===== src/rtl/dppm_frame_encoder_pkg.sv =====
// rtl/dppm_frame_encoder_pkg.sv - shared FSM states, LED levels and LED decode for the D-PPM encoder
package dppm_frame_encoder_pkg;

  typedef enum logic [2:0] {
    ST_IDLE  = 3'd0,
    ST_PRE   = 3'd1,
    ST_START = 3'd2,
    ST_GAP   = 3'd3,
    ST_PULSE = 3'd4,
    ST_DONE  = 3'd5
  } state_t;

  localparam logic LED_ON  = 1'b1;
  localparam logic LED_OFF = 1'b0;

  // LED level a state drives; in the preamble only the pulse half of each pair lights the LED
  function automatic logic led_level(input state_t s, input logic pre_low);
    if (s == ST_START || s == ST_PULSE || (s == ST_PRE && !pre_low)) begin
      return LED_ON;
    end
    return LED_OFF;
  endfunction

endpackage


===== src/rtl/dppm_interval_timer.sv =====
// rtl/dppm_interval_timer.sv - up-counting interval timer with load, end-of-interval strobe and pause
module dppm_interval_timer #(
  parameter int COUNTER_SIZE = 8
) (
  input  logic                    clock,
  input  logic                    reset,
  input  logic                    enable,
  input  logic                    load,
  input  logic [COUNTER_SIZE-1:0] target,
  output logic                    done
);

  logic [COUNTER_SIZE-1:0] count;

  // Restart at zero on load, otherwise advance one per enabled cycle and hold while paused
  always_ff @(posedge clock) begin
    if (reset) begin
      count <= '0;
    end else if (load) begin
      count <= '0;
    end else if (enable) begin
      count <= count + 1'b1;
    end
  end

  // Strobe in the last cycle of a target-cycle interval; never while paused
  assign done = enable && (count == target - 1'b1);

endmodule


===== src/rtl/dppm_frame_encoder.sv =====
// rtl/dppm_frame_encoder.sv - D-PPM frame transmitter; optional preamble under LIGHTIO_PREAMBLE_EN
module dppm_frame_encoder
  import dppm_frame_encoder_pkg::*;
#(
  parameter int FRAME_SIZE    = 32,
  parameter int SYM_BITS      = 1,
  parameter int COUNTER_SIZE  = 8,
  parameter int INTERVAL_BASE = 4,
  parameter int INTERVAL_STEP = 4,
  parameter int PULSE_WIDTH   = 1,
  parameter int PREAMBLE_LEN  = 4
) (
  input  logic                  clock,
  input  logic                  reset,
  input  logic                  enable,
  input  logic [FRAME_SIZE-1:0] frame_data,
  input  logic                  frame_valid,
  output logic                  frame_ready,
  output logic                  led,
  output logic                  busy,
  output logic                  irq
);

  localparam int NUM_SYMS     = FRAME_SIZE / SYM_BITS;
  localparam int SYM_CNT_W    = $clog2(NUM_SYMS + 1);
  localparam int MAX_INTERVAL = INTERVAL_BASE + (2 ** SYM_BITS - 1) * INTERVAL_STEP + PULSE_WIDTH;

  // Elaboration-time guard: counter must not wrap and the frame must split into whole symbols
  if (MAX_INTERVAL >= 2 ** COUNTER_SIZE || FRAME_SIZE % SYM_BITS != 0 || SYM_BITS < 1 || SYM_BITS > 4 ||
      INTERVAL_BASE < 1 || INTERVAL_STEP < 1 || PULSE_WIDTH < 1) begin : g_bad_config
    $error("dppm_frame_encoder: illegal parameter set");
  end

  state_t                  state, next_state;
  logic [FRAME_SIZE-1:0]   shreg;
  logic [SYM_CNT_W-1:0]    sym_cnt;
  logic                    led_q;
  logic                    accept;
  logic                    active;
  logic                    last_sym;
  logic                    tmr_done;
  logic                    tmr_load;
  logic [COUNTER_SIZE-1:0] tmr_target;
  logic [COUNTER_SIZE-1:0] gap_target;
  logic                    pre_low_d;

`ifdef LIGHTIO_PREAMBLE_EN
  localparam int PRE_CNT_W = $clog2(PREAMBLE_LEN + 1);
  logic                 pre_low;
  logic [PRE_CNT_W-1:0] pre_cnt, pre_cnt_d;
`endif

  assign active      = (state != ST_IDLE) && (state != ST_DONE);
  assign frame_ready = enable && !reset && !active;
  assign accept      = frame_valid && frame_ready;
  assign busy        = active;
  assign led         = led_q && enable;
  assign last_sym    = (sym_cnt == SYM_CNT_W'(1));
  assign gap_target  = COUNTER_SIZE'(INTERVAL_BASE) +
                       COUNTER_SIZE'(shreg[SYM_BITS-1:0]) * COUNTER_SIZE'(INTERVAL_STEP);
  // Every finished interval (and any idle cycle) restarts the timer for the next one
  assign tmr_load    = tmr_done || !active;

  dppm_interval_timer #(
    .COUNTER_SIZE(COUNTER_SIZE)
  ) u_timer (
    .clock (clock),
    .reset (reset),
    .enable(enable),
    .load  (tmr_load),
    .target(tmr_target),
    .done  (tmr_done)
  );

  // Next state, interval target and preamble sub-phase; a paused timer never strobes so the FSM freezes
  always_comb begin
    next_state = state;
    tmr_target = COUNTER_SIZE'(PULSE_WIDTH);
    pre_low_d  = 1'b0;
`ifdef LIGHTIO_PREAMBLE_EN
    pre_low_d  = pre_low;
    pre_cnt_d  = pre_cnt;
`endif
    unique case (state)
      ST_IDLE, ST_DONE: begin
        if (accept) begin
`ifdef LIGHTIO_PREAMBLE_EN
          next_state = ST_PRE;
          pre_low_d  = 1'b0;
          pre_cnt_d  = '0;
`else
          next_state = ST_START;
`endif
        end
      end
`ifdef LIGHTIO_PREAMBLE_EN
      ST_PRE: begin
        tmr_target = pre_low ? COUNTER_SIZE'(INTERVAL_BASE) : COUNTER_SIZE'(PULSE_WIDTH);
        if (tmr_done) begin
          if (!pre_low) begin
            pre_low_d = 1'b1;
          end else begin
            pre_low_d = 1'b0;
            pre_cnt_d = pre_cnt + 1'b1;
            if (pre_cnt == PRE_CNT_W'(PREAMBLE_LEN - 1)) begin
              next_state = ST_START;
            end
          end
        end
      end
`endif
      ST_START: begin
        if (tmr_done) next_state = ST_GAP;
      end
      ST_GAP: begin
        tmr_target = gap_target;
        if (tmr_done) next_state = ST_PULSE;
      end
      ST_PULSE: begin
        if (tmr_done) next_state = last_sym ? ST_DONE : ST_GAP;
      end
      default: next_state = ST_IDLE;
    endcase
  end

  // State, registered LED, symbol shift register/count and sticky done flag
  always_ff @(posedge clock) begin
    if (reset) begin
      state   <= ST_IDLE;
      led_q   <= LED_OFF;
      shreg   <= '0;
      sym_cnt <= '0;
      irq     <= 1'b0;
    end else begin
      state <= next_state;
      led_q <= led_level(next_state, pre_low_d);
      if (accept) begin
        shreg   <= frame_data;
        sym_cnt <= SYM_CNT_W'(NUM_SYMS);
        irq     <= 1'b0;
      end else if (state == ST_PULSE && tmr_done) begin
        shreg   <= shreg >> SYM_BITS;
        sym_cnt <= sym_cnt - 1'b1;
        if (last_sym) irq <= 1'b1;
      end
    end
  end

`ifdef LIGHTIO_PREAMBLE_EN
  // Preamble pulse/low sub-phase and pulse count
  always_ff @(posedge clock) begin
    if (reset) begin
      pre_low <= 1'b0;
      pre_cnt <= '0;
    end else begin
      pre_low <= pre_low_d;
      pre_cnt <= pre_cnt_d;
    end
  end
`endif

endmodule


===== config.mk =====
export PLATFORM = sky130hd
export DESIGN_NAME = dppm_frame_encoder
export DESIGN_NICKNAME = d
export VERILOG_FILES = /design/src/rtl/dppm_frame_encoder_pkg.sv /design/src/rtl/dppm_interval_timer.sv /design/src/rtl/dppm_frame_encoder.sv
export SDC_FILE = /design/constraint.sdc
export NUM_CORES = 1
export LEC_CHECK = 0
export CAP_MARGIN = 20
export CORE_UTILIZATION = 49
export DETAILED_ROUTE_END_ITERATION = 7
export GPL_ROUTABILITY_DRIVEN = 0
export PLACE_DENSITY = 0.76
export SYNTH_ARGS = -nofsm -noshare
export SYNTH_HDL_FRONTEND = slang
export SYNTH_SLANG_ARGS = --single-unit

===== constraint.sdc =====
create_clock -name clock -period 1.8 [get_ports clock]
set_input_delay 0.54 -clock clock [delete_from_list [all_inputs] [get_ports clock]]
set_output_delay 0.54 -clock clock [all_outputs]
set_load 0.01 [all_outputs]

==> flow_metrics.tcl, run 1 <==
set metrics [dict create \
    io_pins 40 \
    synth-edff-count 0 \
    period_share_pct 98.61 \
    io_buffers 39 \
    end_kind "output port" \
    cts_buffers 5 \
    drtAntennaViolNets 0 \
    status "finished, final reports clean" \
    n_antenna_cell 0 \
    syn-cell-area_sq_um 2681 \
    synth_top_family_by_area "simple AND/OR/NAND/NOR gates" \
    dp_hpwl_um 3841 \
    cellPowerDensity_nw_per_um2 678.8 \
    synth.net_count 336 \
    period_needed_ns 1.775 \
    grt_max_degree 40 \
    drive_gt1_share_pct 26.06 \
    p_seq_share_pct 51.8 \
    drc 0 \
    antenna_found_initial 0 \
    nets 391 \
    netlist_top_cells_area "dfxtp_1 (38%), a311oi_2 (15%), nand2_1 (8.4%)" \
    synthMuxAreaShare_pct 0.3733 \
    p_clk_share_pct 36.3 \
    routed_wl_um 5581 \
    pre_cts_ws_ns -0.5260 \
    cts_root_buf "clkbuf_8" \
    ys_ff_latch 51 \
    rows 26 \
    wire_per_inst_um 13.19 \
    synth-async-reset-ratio_pct 0 \
    dieArea_sq_um 5772 \
    arrival_ns 1.23 \
    clk_latency_ns 0.30 \
    grt_usage_pct 19.79 \
    grt_first_pass_wirelength_um 9425 \
    clkTransAtPathRegs_ns 0.09 \
    crit_chain "xnor2_2 > nand2_2 > nor3b_2 > buf_2" \
    synth_top_area_cell "dfxtp_1" \
    cts_tree "done" \
    ys_top_cells_by_count "nand2_1 (60), dfxtp_1 (51), nor2_1 (50)" \
    finalSetupTns_ns 0 \
    finish.instance_area_sq_um 3395 \
    ys_types 47 \
    worst_slack_ns 0.02500 \
    die_h_um 75.98 \
    grt_pass1_vias 2065 \
    ir_drop_mv 0.4333 \
    clock.fmax_mhz 563.4 \
    synthXorXnorAreaFrac_pct 4.246 \
    finalHoldViolations 0 \
    vias 2242 \
    power_leakage_nw 1.209 \
    htreeDepth 2 \
    initial_core_util_pct 51.84 \
    grt_overflow_total 0 \
    synthCells 297 \
    final_max_slew_viol_count 0 \
    worstSetupPathType "reg2out" \
    critPathSlowestCell "dfxtp_2" \
    critPathMaxFanout 2 \
    comb_power_share_pct 11.9 \
    maxCapViolCount 0 \
    cp.required_ns 1.26 \
    clk_path_buf_depth 2 \
    worstMarginPinSlew_ns 0.5634 \
    firstDrtPassIters 4 \
    ys_seq_area_share_pct 38.08 \
    core_area_sq_um 5172 \
    switchingPower_mw 0.5204 \
    hold_path.class "reg2reg" \
    ctsHoldBuffers 0 \
    yosysMostFrequentCell "nand2_1" \
    grt_setup_unrepaired "yes" \
    synth_top_area_share_pct 38.08 \
    slew_headroom_pct 62.44 \
    syn_area_per_cell_sq_um 9.028 \
    start_kind "flop" \
    die_w_um 75.98 \
    power.internal_mw 1.784 \
    synthFlopType "dfxtp_1" \
    synthToLayoutAreaGrowth_pct 26.60 \
    synth_compound_area_share_pct 20.30 \
    synthAdderAreaFrac_pct 1.400 \
    yosys.area_share.simple_pct 28.51 \
    max_stage_delay_ns 0.34 \
    placed_area_sq_um 3227 \
    ys_warn_count 0 \
    p_total_mw 2.304 \
    fin_skew_ns 0.006354 \
    vias_per_cell 5.300 \
    clock_sinks 51 \
    setup_violations 0 \
    power.share.switching_pct 22.58 \
    drt-initial-drc-count 115 \
]
## flip-flops by register name, summed over array words and instances, names as in the netlist
register / flops
irq: 1
sym_cnt: 6
shreg: 32
u_timer.count: 8
led_q: 1
state: 3
## metal layers
metal	share of wire, %	global-route usage [%]	vias up
met4	0.73	5.192	0
met3	3.0	3.593	4
met1	48	26.97	1052
li1	-	-	1145
met5	0	0	-
met2	48	32.27	41
## area by class of cell
type,count,area (sq um)
Timing Repair Buffer,71,654.4
Sequential cell,51,1023
Inverter,4,15.01
Clock buffer,6,82.58
Tap cell,70,87.58
Clock inverter,2,38.79
Fill cell,417,1778
Multi-Input combinational cell,219,1493
## cells by family after synthesis
logic type      count (synthesis)
compound gates                 47
xor+xnor                       13
fa+ha+maj                       3
buf+inv                        27
flops                          51
mux                             1
simple gates                  155
## power by group through the flow
stage               logic [mW]  registers [mW]  clock network [mW]
floorplan                0.144            1.21                   0
global placement         0.267            1.22                   0
detailed placement       0.272            1.22                   0
CTS                      0.274            1.19               0.859
global route             0.300            1.20               0.910
finish                   0.275            1.19               0.837
## final timing paths
path | startpoint | endpoint | slack, ns | cells past startpoint
worst max-delay path | state[2] | frame_ready | 0.03 | 4
worst max register to register | state[0] | sym_cnt[4] | 0.05 | 7
worst min-delay path | shreg[9] | shreg[8] | 0.48 | 2
worst min register to register | shreg[9] | shreg[8] | 0.48 | 2
## cell usage in the layout, fill, tap and decap left out, types with 2 or more instances in the layout
cell type / n
a211oi_1: 3
a21oi_1: 4
a22o_1: 2
a311oi_1: 5
a311oi_2: 26
a32oi_1: 2
and2_1: 2
buf_12: 3
buf_2: 4
buf_4: 27
buf_6: 2
clkbuf_8: 6
clkdlybuf4s50_1: 34
dfxtp_1: 49
dfxtp_2: 2
ha_1: 3
inv_1: 4
nand2_1: 59
nand2_2: 9
nand3_1: 6
nand3b_1: 3
nand4_1: 3
nor2_1: 50
nor2b_1: 2
nor4_4: 2
o21ai_0: 2
xnor2_1: 5
xor2_1: 7
## worst max-delay path: cells and delay by family (launching register included)
kind / cells / cell delay [ns]
buffers and inverters: 1 / 0.15
DFF: 1 / 0.34
and+or+nand+nor: 2 / 0.25
xor gates and xnor gates: 1 / 0.20
## stage by stage
step | util (%) | std cells | hold slack (ns)
after floorplan | - | 297 | 0.4551
after global placement | 62.39 | 410 | 0.4653
after detailed placement | 62.39 | 410 | 0.4707
after CTS | 65.02 | 419 | 0.4842
after global routing | 65.63 | 423 | 0.5062
final | 65.63 | 423 | 0.4788
## timing repair
action                                  in CTS  in global routing
buffers inserted                             1                  4
endpoints found under the setup margin      51                 32
gates resized for setup                     16                  4
pin swaps                                    2                  3
Note: power is estimated with default switching activity, not from simulation.
==> run 2, diff against run 1 <==
--- a/config.mk
+++ b/config.mk
@@ -5,6 +5,7 @@
 export SDC_FILE = /design/constraint.sdc
 export NUM_CORES = 1
 export LEC_CHECK = 0
+export ABC_CLOCK_PERIOD_IN_PS = 1800
 export CAP_MARGIN = 20
 export CORE_UTILIZATION = 49
 export DETAILED_ROUTE_END_ITERATION = 7
==> results of run 2 <==
Same layout as run 1: the final DEF is identical, and so are final timing and power.
